**src/rtl/fetch_queue_if.sv**
```systemverilog
// Fetch front-end bus: instruction-memory request/response, execute redirect and decode handshake.
// master = fetch_queue, slave = surrounding pipeline / memory.
interface fetch_queue_if #(
   parameter int DWIDTH = 32,
   parameter int AWIDTH = 32
);
   logic              imem_req_o;
   logic [AWIDTH-1:0] imem_addr_o;
   logic              imem_rvalid_i;
   logic [DWIDTH-1:0] imem_rdata_i;
   logic              redirect_i;
   logic [AWIDTH-1:0] redirect_pc_i;
   logic              insn_valid_o;
   logic              insn_ready_i;
   logic [DWIDTH-1:0] insn_o;
   logic [AWIDTH-1:0] pc_o;

   modport master (
      output imem_req_o, imem_addr_o, insn_valid_o, insn_o, pc_o,
      input  imem_rvalid_i, imem_rdata_i, redirect_i, redirect_pc_i, insn_ready_i
   );

   modport slave (
      input  imem_req_o, imem_addr_o, insn_valid_o, insn_o, pc_o,
      output imem_rvalid_i, imem_rdata_i, redirect_i, redirect_pc_i, insn_ready_i
   );
endinterface

```
**src/rtl/fetch_queue.sv**
```systemverilog
// Instruction fetch front end: sequential PC requests, in-order response queue to decode,
// redirect flushes the queue and turns in-flight requests into stale responses to drop.
module fetch_queue #(
   parameter int                DWIDTH   = 32,
   parameter int                AWIDTH   = 32,
   parameter logic [AWIDTH-1:0] BASEADDR = 32'h0100_0000,
   parameter int                DEPTH    = 4
) (
   input logic           clk,
   input logic           rst_n,
   fetch_queue_if.master bus
);
   localparam int PW = $clog2(DEPTH);
   localparam int CW = PW + 1;
   localparam int SW = CW + 2;

   logic [AWIDTH-1:0] fetch_pc_q, fetch_pc_d, resp_pc_q, resp_pc_d;
   logic [PW-1:0]     head_q, head_d, tail_q, tail_d;
   logic [CW-1:0]     count_q, count_d, live_q, live_d, stale_q, stale_d;
   logic [DWIDTH-1:0] insn_mem [DEPTH];
   logic [AWIDTH-1:0] pc_mem   [DEPTH];

   logic              pop, issue, resp_drop, resp_push, resp_ok;
   logic [SW-1:0]     occ;
   logic [AWIDTH-1:0] redir_pc;
   logic              unused_pc_lsb;

   assign redir_pc      = {bus.redirect_pc_i[AWIDTH-1:2], 2'b00};
   assign unused_pc_lsb = ^bus.redirect_pc_i[1:0];

   assign bus.insn_valid_o = (count_q != '0) & ~bus.redirect_i;
   assign pop              = bus.insn_valid_o & bus.insn_ready_i;

   // Every outstanding request (live or stale) reserves a slot, so a push can never overflow.
   assign occ   = SW'(count_q) + SW'(live_q) + SW'(stale_q) - SW'(pop);
   assign issue = rst_n & ~bus.redirect_i & (occ < SW'(DEPTH));

   assign resp_drop = bus.imem_rvalid_i & (stale_q != '0);
   assign resp_push = bus.imem_rvalid_i & (stale_q == '0) & (live_q != '0);
   assign resp_ok   = resp_drop | resp_push;

   assign bus.imem_req_o  = issue;
   assign bus.imem_addr_o = fetch_pc_q;
   assign bus.insn_o      = insn_mem[head_q];
   assign bus.pc_o        = pc_mem[head_q];

   always_comb begin
      fetch_pc_d = fetch_pc_q;
      resp_pc_d  = resp_pc_q;
      head_d     = head_q;
      tail_d     = tail_q;
      count_d    = count_q;
      live_d     = live_q;
      stale_d    = stale_q;
      if (bus.redirect_i) begin
         fetch_pc_d = redir_pc;
         resp_pc_d  = redir_pc;
         count_d    = '0;
         head_d     = tail_q;
         // A response landing this cycle is dropped here, so it no longer needs a stale slot.
         stale_d    = stale_q + live_q - CW'(resp_ok);
         live_d     = '0;
      end else begin
         if (issue) fetch_pc_d = fetch_pc_q + AWIDTH'(4);
         if (resp_push) begin
            resp_pc_d = resp_pc_q + AWIDTH'(4);
            tail_d    = tail_q + PW'(1);
         end
         if (pop) head_d = head_q + PW'(1);
         count_d = count_q + CW'(resp_push) - CW'(pop);
         live_d  = live_q + CW'(issue) - CW'(resp_push);
         stale_d = stale_q - CW'(resp_drop);
      end
   end

   always_ff @(posedge clk or negedge rst_n) begin
      if (!rst_n) begin
         fetch_pc_q <= BASEADDR;
         resp_pc_q  <= BASEADDR;
         head_q     <= '0;
         tail_q     <= '0;
         count_q    <= '0;
         live_q     <= '0;
         stale_q    <= '0;
      end else begin
         fetch_pc_q <= fetch_pc_d;
         resp_pc_q  <= resp_pc_d;
         head_q     <= head_d;
         tail_q     <= tail_d;
         count_q    <= count_d;
         live_q     <= live_d;
         stale_q    <= stale_d;
      end
   end

   // Storage needs no reset: entries are only read once count marks them valid.
   always_ff @(posedge clk) begin
      if (resp_push & ~bus.redirect_i) begin
         insn_mem[tail_q] <= bus.imem_rdata_i;
         pc_mem[tail_q]   <= resp_pc_q;
      end
   end
endmodule

```
**src/flat_wrapper.sv**
```systemverilog
// flat-port wrapper written by rule: the top's interface ports become plain ports
module fetch_queue_flat 
#(
   parameter int                DWIDTH   = 32,
   parameter int                AWIDTH   = 32,
   parameter logic [AWIDTH-1:0] BASEADDR = 32'h0100_0000,
   parameter int                DEPTH    = 4
)
  (clk, rst_n, bus_imem_req_o, bus_imem_addr_o, bus_insn_valid_o, bus_insn_o, bus_pc_o, bus_imem_rvalid_i, bus_imem_rdata_i, bus_redirect_i, bus_redirect_pc_i, bus_insn_ready_i);
  fetch_queue_if #(.DWIDTH(DWIDTH), .AWIDTH(AWIDTH)) bus_i ();
  input logic clk;
  input logic rst_n;
  output wire logic [$bits(bus_i.imem_req_o)-1:0] bus_imem_req_o;
  output wire logic [$bits(bus_i.imem_addr_o)-1:0] bus_imem_addr_o;
  output wire logic [$bits(bus_i.insn_valid_o)-1:0] bus_insn_valid_o;
  output wire logic [$bits(bus_i.insn_o)-1:0] bus_insn_o;
  output wire logic [$bits(bus_i.pc_o)-1:0] bus_pc_o;
  input wire logic [$bits(bus_i.imem_rvalid_i)-1:0] bus_imem_rvalid_i;
  input wire logic [$bits(bus_i.imem_rdata_i)-1:0] bus_imem_rdata_i;
  input wire logic [$bits(bus_i.redirect_i)-1:0] bus_redirect_i;
  input wire logic [$bits(bus_i.redirect_pc_i)-1:0] bus_redirect_pc_i;
  input wire logic [$bits(bus_i.insn_ready_i)-1:0] bus_insn_ready_i;
  assign bus_imem_req_o = bus_i.imem_req_o;
  assign bus_imem_addr_o = bus_i.imem_addr_o;
  assign bus_insn_valid_o = bus_i.insn_valid_o;
  assign bus_insn_o = bus_i.insn_o;
  assign bus_pc_o = bus_i.pc_o;
  assign bus_i.imem_rvalid_i = bus_imem_rvalid_i;
  assign bus_i.imem_rdata_i = bus_imem_rdata_i;
  assign bus_i.redirect_i = bus_redirect_i;
  assign bus_i.redirect_pc_i = bus_redirect_pc_i;
  assign bus_i.insn_ready_i = bus_insn_ready_i;
  fetch_queue #(.DWIDTH(DWIDTH), .AWIDTH(AWIDTH), .BASEADDR(BASEADDR), .DEPTH(DEPTH)) u_core (.clk(clk), .rst_n(rst_n), .bus(bus_i));
endmodule
```
**config.mk**
```make
export PLATFORM = sky130hd
export DESIGN_NAME = fetch_queue_flat
export DESIGN_NICKNAME = d
export VERILOG_FILES = /design/src/rtl/fetch_queue_if.sv /design/src/rtl/fetch_queue.sv /design/src/flat_wrapper.sv
export SDC_FILE = /design/constraint.sdc
export NUM_CORES = 1
export LEC_CHECK = 0
export BUFFER_PORTS_ARGS = -buffer_cell sky130_fd_sc_hd__buf_2
export CAP_MARGIN = 10
export CORE_AREA = 4 4 182 184
export DETAILED_ROUTE_END_ITERATION = 10
export DIE_AREA = 0 0 186 188
export GPL_TIMING_DRIVEN = 1
export HOLD_SLACK_MARGIN = 0.1
export PLACE_DENSITY_LB_ADDON = 0.1
export RECOVER_POWER = 50
export SYNTH_ARGS = -nofsm -noshare
export SYNTH_HDL_FRONTEND = slang
export SYNTH_SLANG_ARGS = --single-unit
```
**constraint.sdc**
```tcl
create_clock -name clk -period 6 [get_ports clk]
set_input_delay 0 -clock clk [delete_from_list [all_inputs] [get_ports clk]]
set_output_delay 0 -clock clk [all_outputs]
set_load 0.05 [all_outputs]
```
Yosys cells after proc, flatten, opt, wreduce, memory -nomap -nowiden
Memories as Yosys holds them, arrays and structs flattened.
Index checks and enable logic that the tools add are counted.
{"block": "totals", "ff_bits": 77, "ram_bits": 256, "out_inout_bits": 98, "wordCells": 53, "n_memories": 2}
{"block": "classes", "addsub": 14, "order_cmp": 1, "muxes": 11, "n_bitwise": 10, "reduce_logical": 8}
{"memory": "u_core.insn_mem", "words": 4, "width": 32, "rd": 1, "rd_ports_with_merged_regs": 0, "wr": 1, "line": "fetch_queue.sv:20", "text": "logic [DWIDTH-1:0] insn_mem [DEPTH];"}
{"memory": "u_core.pc_mem", "words": 4, "width": 32, "rd": 1, "rd_ports_with_merged_regs": 0, "wr": 1, "line": "fetch_queue.sv:21", "text": "logic [AWIDTH-1:0] pc_mem [DEPTH];"}
{"op": "$mux 32", "count": 4}
{"op": "$add 32x3->32 const B", "count": 2}
{"op": "$sub 3x1->3", "count": 4}
{"op": "$mux 3", "count": 3}
{"op": "$reduce_bool 3->1", "count": 3}
{"op": "$and 1x1->1", "count": 8}
{"op": "$add 3x1->3", "count": 2}
{"op": "$reduce_bool 2->1", "count": 3}
{"op": "$add 5x3->5", "count": 1}
{"op": "$lt 5x3->1 const B", "count": 1}
{"op": "$sub 5x1->5", "count": 1}
{"op": "$add 2x1->2 const B", "count": 2}
{"op": "$add 3x3->4", "count": 1}
{"op": "$mux 2", "count": 2}
{"op": "$add 3x3->3", "count": 1}
{"op": "$logic_not 3->1", "count": 1}
{"op": "$mux 1", "count": 2}
{"op": "$reduce_and 2->1", "count": 1}
{"op": "$not 1->1", "count": 1}
{"op": "$or 1x1->1", "count": 1}

Longest topological paths before layout
Gate-level depths: netlist (run 1).
{"block": "logic_depth", "word_depth": 9, "mapped_depth": 19}

Worst setup path after synthesis (run 1)
Ideal clock, no wire load.
{"block": "synth_timing", "kind": "flip-flop to flip-flop", "startpoint": "reg u_core.count_q[1]", "endpoint": "reg u_core.live_q[2]", "setup_ns": 0.132, "t_arrival_ns": 4.348, "required_time_ns": 5.868, "path_slack_ns": 1.520, "path_stages_with_launch": 20, "synth_period_minus_slack_ns": 4.480, "cell_sequence": "dfrtp_1 nor3_1 nor2_1 and2_1 clkbuf_1 ha_1 inv_1 ha_1 or3b_2 o211a_1 nor2_1 nor2_1 ha_1 inv_1 ha_1 inv_1 fa_1 xnor2_1 xnor2_1 nor2_1"}
{"block": "synth_between", "elab_chain_cells": 9, "elab_cells_between_ends": 11}
{"item": "from (decl)", "line": "fetch_queue.sv:19", "text": "logic [CW-1:0] count_q, count_d, live_q, live_d, stale_q, stale_d;"}
{"item": "from (signal assigned)", "line": "fetch_queue.sv:90", "text": "count_q <= count_d;"}
{"item": "$reduce_bool 3->1", "line": "fetch_queue.sv:31", "text": "assign bus.insn_valid_o = (count_q != '0) & ~bus.redirect_i;"}
{"item": "$and 1x1->1", "line": "fetch_queue.sv:31"}
{"item": "named net bus_insn_valid_o", "line": "flat_wrapper.sv:15", "text": "output wire logic [$bits(bus_i.insn_valid_o)-1:0] bus_insn_valid_o;"}
{"item": "$and 1x1->1", "line": "fetch_queue.sv:32", "text": "assign pop = bus.insn_valid_o & bus.insn_ready_i;"}
{"item": "$sub 5x1->5", "line": "fetch_queue.sv:35", "text": "assign occ = SW'(count_q) + SW'(live_q) + SW'(stale_q) - SW'(pop);"}
{"item": "$lt 5x3->1", "line": "fetch_queue.sv:36", "text": "assign issue = rst_n & ~bus.redirect_i & (occ < SW'(DEPTH));"}
{"item": "$and 1x1->1", "line": "fetch_queue.sv:36"}
{"item": "$add 3x1->3", "line": "fetch_queue.sv:71", "text": "live_d = live_q + CW'(issue) - CW'(resp_push);"}
{"item": "$sub 3x1->3", "line": "fetch_queue.sv:71"}
{"item": "$mux 3", "line": "fetch_queue.sv:55", "text": "if (bus.redirect_i) begin"}
{"item": "named net u_core.live_d[2]", "line": "fetch_queue.sv:19"}
{"item": "to (signal assigned)", "line": "fetch_queue.sv:91", "text": "live_q <= live_d;"}
{"item": "to (decl)", "line": "fetch_queue.sv:19"}
The timed path passes the listed nets, and every way through them passes these cells.
A chain may end at the register's enable or synchronous reset.

Final worst setup path (run 1)
{"block": "layout_timing", "startpoint": "in bus_redirect_i", "endpoint": "reg u_core.live_q[2]"}
{"block": "layout_between", "elab_chain_cells": 9, "elab_cells_between_ends": 10}
{"item": "from (decl)", "line": "flat_wrapper.sv:20", "text": "input wire logic [$bits(bus_i.redirect_i)-1:0] bus_redirect_i;"}
{"item": "$not 1->1 (no line)"}
{"item": "$and 1x1->1", "line": "fetch_queue.sv:31"}
{"item": "$and 1x1->1", "line": "fetch_queue.sv:32"}
{"item": "$sub 5x1->5", "line": "fetch_queue.sv:35"}
{"item": "$lt 5x3->1", "line": "fetch_queue.sv:36"}
{"item": "$and 1x1->1", "line": "fetch_queue.sv:36"}
{"item": "$add 3x1->3", "line": "fetch_queue.sv:71"}
{"item": "$sub 3x1->3", "line": "fetch_queue.sv:71"}
{"item": "$mux 3 (*)", "line": "fetch_queue.sv:55"}
{"item": "named net u_core.live_d[2]", "line": "fetch_queue.sv:19"}
The timed path passes the listed nets; every way through them passes the cells marked *.

==> summary.txt, run 1 <==
Yosys
  – Ys Warns: 0
  – Predominant post-synthesis flop cell: edfxtp_1
  – Syn avg cell area: 15.5 µm²
  – Synthesized flop and latch total: 321
  – Ys async rst share: 22.7%
  – Synthesized area: 14000 µm²
  – Post-synthesis sequential area ratio: 66.4%
  – Post-synth EDFFs: 248
  – Cells after synthesis: 902
  – Yosys cell types: 57

Pwr
  – Power Dens Cells: 411 nW/µm²
  – Sw Pwr: 2.51 mW
  – Clock power share: 29.6%
  – Leakage power: 6.05 nW
  – Sw Share: 36.1%
  – Flop pwr share: 39.0%
  – Comb power frac: 31.3%
  – Int Power: 4.44 mW
  – Peak VDD IR: 0.186 mV

Placement
  – IO Port Bufs: 160
  – Placed Cells incl. Taps: 1436
  – DP Area: 15200 µm²
  – Final GP Congestion: 0.828
  – Dpl hpwl: 20.3 mm

Drt
  – Initial DRT Pass Iterations: 4
  – Met3 WL: 1.46 mm
  – Wire length per cell: 20.3 µm
  – M1 WL: 14.9 mm
  – Iter 0 DRT Violations: 536
  – Final wirelength: 31.9 mm
  – Antenna Nets Post-Route: 0
  – Met2 Wirelength: 15.0 mm
  – DR vias: 8686
  – Highest Signal Layer: met4
  – DRC: 0
  – Via density: 5.53

Clock network
  – Cts repair resizes: 0
  – Clk slew on worst S/H paths: 60 ps
  – H-tree levels: 2
  – TritonCTS Sinks: 321
  – CTS Buf Count: 37
  – Setup bufs post-CTS: 0
  – TritonCTS clock tree: built
  – Clock buffer depth: 3
  – Root buffer cell: clkbuf_16
  – Hold_buf cts: 68
  – Skew-Pair Late Insertion Delay: 510 ps

Worst setup path
  – CP dominant cell by count: nor2_1
  – Crit path max-delay cell type: clkbuf_1
  – Max incr delay on CP: 1850 ps
  – Critical Path Source Type: input port
  – Crit path DAT: 5340 ps
  – Crit Path Category: in -> reg
  – CP Cell Sequence: dlygate4sd3_1 > buf_2 > buf_4 > clkbuf_1 > nor2b_1 > o211ai_1 > nor2_1 > buf_4 > nor2_1 > ha_1 > inv_1 > ha_1 > inv_1 > fa_1 > xnor2_1 > xnor2_1 > nor2_1
  – CP Capture Type: flop
  – CP max FO: 60
  – Critical path required time: 6390 ps

Timing
  – Fmax: 0.202 GHz
  – Worst hold slack: 293 ps
  – Relative slew slack: -93.3%
  – Final min period: 4960 ps
  – Setup_tns: 0 ps
  – Final hold violations: 0
  – Endpoints failing setup: 0
  – Max-slew violation count: 156
  – Least-Margin Pin Slew: 2900 ps
  – RSZ-0062 raised after global routing: no
  – Tcrit/Tclk final: 82.6%
  – Clk_skew: 9.07 ps

Die
  – Die width: 186 µm
  – I/O pin cnt: 167
  – Starting density of the core: 44.5%
  – Core area: 31400 µm²
  – Die Y: 188 µm
  – Die ar.: 35000 µm²
  – Cell Rows: 65

Final layout
  – Nets: 1238
  – Synth-to-layout area growth: 21.0%
  – Final Instance Area: 16900 µm²
  – Non-filler instance count after layout: 1571
  – Commonest non-fill, non-tap cells in the layout: edfxtp_1 (248), buf_2 (96), clkbuf_1 (77), dfrtp_1 (70), dlygate4sd3_1 (67)
  – Fill cell count: 2654
  – Post-Route Utilization: 53.8%
  – Commonest non-fill, non-tap cell in the layout: edfxtp_1
  – Share of cells above drive strength 1: 20.0%

Global route
  – Initial antenna violation count: 0
  – Global-route wire length before repair: 50.4 mm
  – Vias in the first global route: 8790
  – Gr ovfl total: 0
  – Global-route usage over all layers: 18.4%
  – Maximum number of pins on one net before global-route repair: 63

Worst hold path
  – Hold WC Path Type: in -> reg

Run
  – Max Cap Viol: 4

Status
  – Status: finished with violations
  – Violated checks: capacitance limit, slew limit
## final timing paths
check,startpoint,endpoint,cells after the start,slack (ps)
setup reg to reg,u_core.live_q[0],u_core.live_q[2],20,1530
hold reg to reg,u_core.head_q[1],u_core.head_q[1],1,490
hold / removal,bus_imem_rdata_i[26],u_core.insn_mem[1][26],2,290
min in group asynchronous,rst_n,u_core.resp_pc_q[24],3,690
setup / recovery,bus_redirect_i,u_core.live_q[2],17,1040
max in group asynchronous,rst_n,u_core.head_q[1],4,2330
## registers in the layout, indices dropped and copies added, names as in the netlist
name	flops
u_core.head_q	2
u_core.bus.imem_addr_o	30
u_core.count_q	3
u_core.tail_q	2
u_core.pc_mem	120
u_core.stale_q	3
u_core.live_q	3
u_core.insn_mem	128
u_core.resp_pc_q	30
## final cells by class
class	count	area [µm²]	share of cell area, %
diodes	1	2.50	0.0148
clock buffers	49	991	5.86
clock inverters	17	119	0.703
inverters	36	135	0.800
multi-input cells	503	4380	25.9
flip-flops and latches	321	9280	54.9
well taps	402	503	2.98
repair buffers	242	1490	8.83
## metal layers
metal | vias to the layer above | track usage [%]
li1 | 4068 | -
met1 | 4345 | 27.3
met2 | 235 | 28.4
met3 | 38 | 3.06
met4 | 0 | 4.74
met5 | - | 0
## kinds of logic after synthesis
group                      Yosys count  share of synthesized area (%)
buffers and inverters               81                           2.30
and+or+nand+nor                    259                           10.2
other                                1                         0.0268
muxes                               69                           10.5
xor gates and xnor gates            34                           2.13
adders and majority gates           28                           2.72
DFF                                321                           66.4
AOI/OAI and AO/OA                  109                           5.72
## power groups by stage
stage          clock [mW]  combinational (mW)  sequential, mW
4_1_cts              2.12                2.22            2.72
3_3_place_gp            0                2.17            2.76
2_1_floorplan           0                1.62            2.78
6_report             2.06                2.18            2.71
3_5_place_dp            0                2.18            2.76
5_1_grt              2.24                2.36            2.74
## critical path, delay by kind of cell
family | cells | cell delay (ps)
xor+xnor | 2 | 310
simple gates | 4 | 740
buf+inv | 7 | 3040
fa+ha+maj | 3 | 800
compound gates | 1 | 410
## metrics by stage
stage | power [mW] | worst slack [ps]
2_1_floorplan | 4.40 | 1520
4_1_cts | 7.06 | 1470
3_3_place_gp | 4.93 | 1510
5_1_grt | 7.33 | 670
6_report | 6.95 | 1040
3_5_place_dp | 4.94 | 1500
## synthesized netlist by cell type, drive strengths merged, types with 5 or more instances
| master | number | area share [%] |
|---|---|---|
| nor4 | 38 | 1.7 |
| o21ai | 10 | 0.36 |
| nor3 | 42 | 1.5 |
| nand3 | 25 | 0.93 |
| ha | 24 | 2.1 |
| nor2b | 5 | 0.22 |
| edfxtp | 248 | 53 |
| a21oi | 23 | 0.82 |
| or3 | 7 | 0.31 |
| xnor2 | 25 | 1.6 |
| nand2 | 30 | 0.81 |
| nand2b | 15 | 0.67 |
| o211a | 5 | 0.36 |
| o211ai | 7 | 0.38 |
| a211oi | 7 | 0.38 |
| and3 | 13 | 0.58 |
| and2 | 8 | 0.36 |
| nor2 | 35 | 0.94 |
| clkbuf | 31 | 0.83 |
| mux4 | 62 | 10 |
| o2111a | 8 | 0.64 |
| a21boi | 12 | 0.64 |
| a2111oi | 6 | 0.38 |
| nand4 | 23 | 1.0 |
| inv | 36 | 0.97 |
| or4 | 7 | 0.40 |
| o31ai | 10 | 0.54 |
| buf | 14 | 0.50 |
| dfrtp | 71 | 13 |
| xor2 | 9 | 0.56 |
Note: power is estimated with default switching activity, not from simulation.
==> inputs of run 2 (changes only) <==
- clock period: 6 -> 5.1 ns (I/O delays scaled with it)
==> summary.txt, run 2 (synthesis results as in run 1) <==
Final layout
  – # diodes: 0
  – Commonest non-fill, non-tap cells in the layout: edfxtp_1 (248), buf_2 (96), clkbuf_1 (74), dfrtp_1 (69), dlygate4sd3_1 (68)
  – Fill cell count: 2628
  – Nets: 1240
  – Synth-to-layout area growth: 21.0%
  – Share of cells above drive strength 1: 20.4%
  – Biggest regs: u_core.insn_mem: 128 flops, u_core.pc_mem: 120 flops
  – Final Instance Area: 16900 µm²
  – Most flop-heavy register: u_core.insn_mem
  – Max reg flops: 128
  – Non-filler instance count after layout: 1569
  – Commonest non-fill, non-tap cell in the layout: edfxtp_1

Run
  – Max Cap Viol: 0

Die
  – Die width: 186 µm
  – Cell Rows: 65
  – Core area: 31400 µm²
  – Die Y: 188 µm
  – Die ar.: 35000 µm²
  – I/O pin cnt: 167
  – Starting density of the core: 44.5%

Drt
  – Initial DRT Pass Iterations: 5
  – DR vias: 8711
  – Via density: 5.55
  – Iter 0 DRT Violations: 621
  – DRC: 0
  – Antenna Nets Post-Route: 0
  – Wire length per cell: 20.0 µm
  – Final wirelength: 31.3 mm

Timing
  – Tcrit/Tclk final: 86.3%
  – Setup ws final: 697 ps
  – Clk_skew: 12.9 ps
  – Setup_tns: 0 ps
  – Final min period: 4400 ps
  – RSZ-0062 raised after global routing: no
  – Relative slew slack: 9.48%
  – Max-slew violation count: 0
  – Least-Margin Pin Slew: 1350 ps
  – Final hold violations: 0
  – Endpoints failing setup: 0
  – Fmax: 0.227 GHz

Placement
  – DP Area: 15200 µm²
  – Final GP Congestion: 0.811
  – Worst slack, placed: 691 ps
  – Dpl hpwl: 20.4 mm
  – IO Port Bufs: 160
  – Placed Cells incl. Taps: 1439

Clock network
  – TritonCTS Sinks: 321
  – Clock buffer depth: 3
  – H-tree levels: 2
  – TritonCTS clock tree: built
  – Clk slew on worst S/H paths: 60 ps
  – CTS Buf Count: 36
  – Skew-Pair Late Insertion Delay: 510 ps
  – Cts repair resizes: 0
  – Root buffer cell: clkbuf_16

Pwr
  – Comb power frac: 30.8%
  – Power Dens Cells: 479 nW/µm²
  – Flop pwr share: 40.1%
  – Total Power: 8.10 mW
  – Clock power share: 29.2%
  – Int Power: 5.14 mW
  – Sw Share: 36.5%
  – Leakage power: 6.05 nW
  – Peak VDD IR: 0.256 mV
  – Sw Pwr: 2.96 mW

Worst setup path
  – FF-to-FF path depth: 20
  – WP depth: 20
  – Crit path DAT: 4790 ps
  – Buffers and inverters on the worst path: 5
  – Crit Path Category: reg -> reg
  – Critical path required time: 5490 ps
  – Top delay family on crit path: adder cells
  – Critical Path Source Type: flop
  – CP max FO: 8
  – CP dominant cell by count: ha_1
  – CP Cell Sequence: ha_1 > inv_1 > fa_1 > xor2_1 > ha_1 > inv_1 > ha_1 > nor4_1 > nand3_1 > nor3_1 > buf_4 > nor2_1 > ha_1 > inv_1 > ha_1 > inv_1 > fa_1 > xnor2_1 > xnor2_1 > nor2_1
  – CP Capture Type: flop
  – Max incr delay on CP: 400 ps
  – Crit path max-delay cell type: dfrtp_1

Worst hold path
  – Hold depth: 2
  – Hold WC Path Type: in -> reg

Global route
  – Vias in the first global route: 8706
  – Gr ovfl total: 0
  – Initial antenna violation count: 1
  – Global-route wire length before repair: 49.6 mm
  – Maximum number of pins on one net before global-route repair: 61
  – Global-route usage over all layers: 18.1%

Status
  – Status: finished clean
[run 2: worst paths after layout]
kind / startpoint / to / slack, ps
setup / recovery: u_core.live_q[0] / u_core.live_q[2] / 700
hold / removal: bus_imem_rdata_i[17] / u_core.insn_mem[0][17] / 280
setup reg to reg: u_core.live_q[0] / u_core.live_q[2] / 700
hold reg to reg: u_core.bus.imem_addr_o[2] / u_core.bus.imem_addr_o[2] / 540
max in group asynchronous: rst_n / u_core.resp_pc_q[25] / 3380
min in group asynchronous: rst_n / u_core.resp_pc_q[24] / 680
[run 2: layer usage]
layer,vias to the layer above,GRT usage [%],wire length [µm]
met5,-,0,13
met4,2,4.90,648
met3,57,3.14,1710
met2,240,28.4,14600
met1,4344,26.2,14300
li1,4068,-,-
[run 2: repair_timing]
item,CTS,global route
hold buffers,68,0
hold endpoints to repair,270,0
setup buffers,0,0
[run 2: through the flow]
step                hold WS (ps)  utilization, %
floorplan                   -296               -
global placement            -127            48.6
detailed placement          -126            48.6
CTS                          204            54.1
global route                 305            53.9
finish                       277            53.9
[run 2: worst reg2reg max path: stages (launching register included)]
cell and delay (ps):
dfrtp_1 400, ha_1 210, inv_1 60, fa_1 370, xor2_1 170, ha_1 270
inv_1 40, ha_1 320, nor4_1 320, nand3_1 270, nor3_1 250, buf_4 190
nor2_1 120, ha_1 310, inv_1 60, ha_1 130, inv_1 40, fa_1 370
xnor2_1 170, xnor2_1 130, nor2_1 50
[run 2: final cells by class]
cell class | count | area (µm²) | share of cell area [%]
clock buffer | 46 | 938 | 5.55
timing repair buffer | 245 | 1540 | 9.12
multi-input combinational | 503 | 4380 | 25.9
inverter | 36 | 135 | 0.799
tap | 402 | 503 | 2.97
clock inverter | 16 | 128 | 0.755
sequential | 321 | 9280 | 54.9
[run 2: power by group through the flow]
| stage | logic [mW] | clock network (mW) | registers, mW |
|---|---|---|---|
| CTS | 2.54 | 2.43 | 3.26 |
| detailed placement | 2.49 | 0 | 3.31 |
| finish | 2.49 | 2.36 | 3.25 |
| floorplan | 1.91 | 0 | 3.27 |
| global route | 2.69 | 2.54 | 3.29 |
| global placement | 2.49 | 0 | 3.30 |
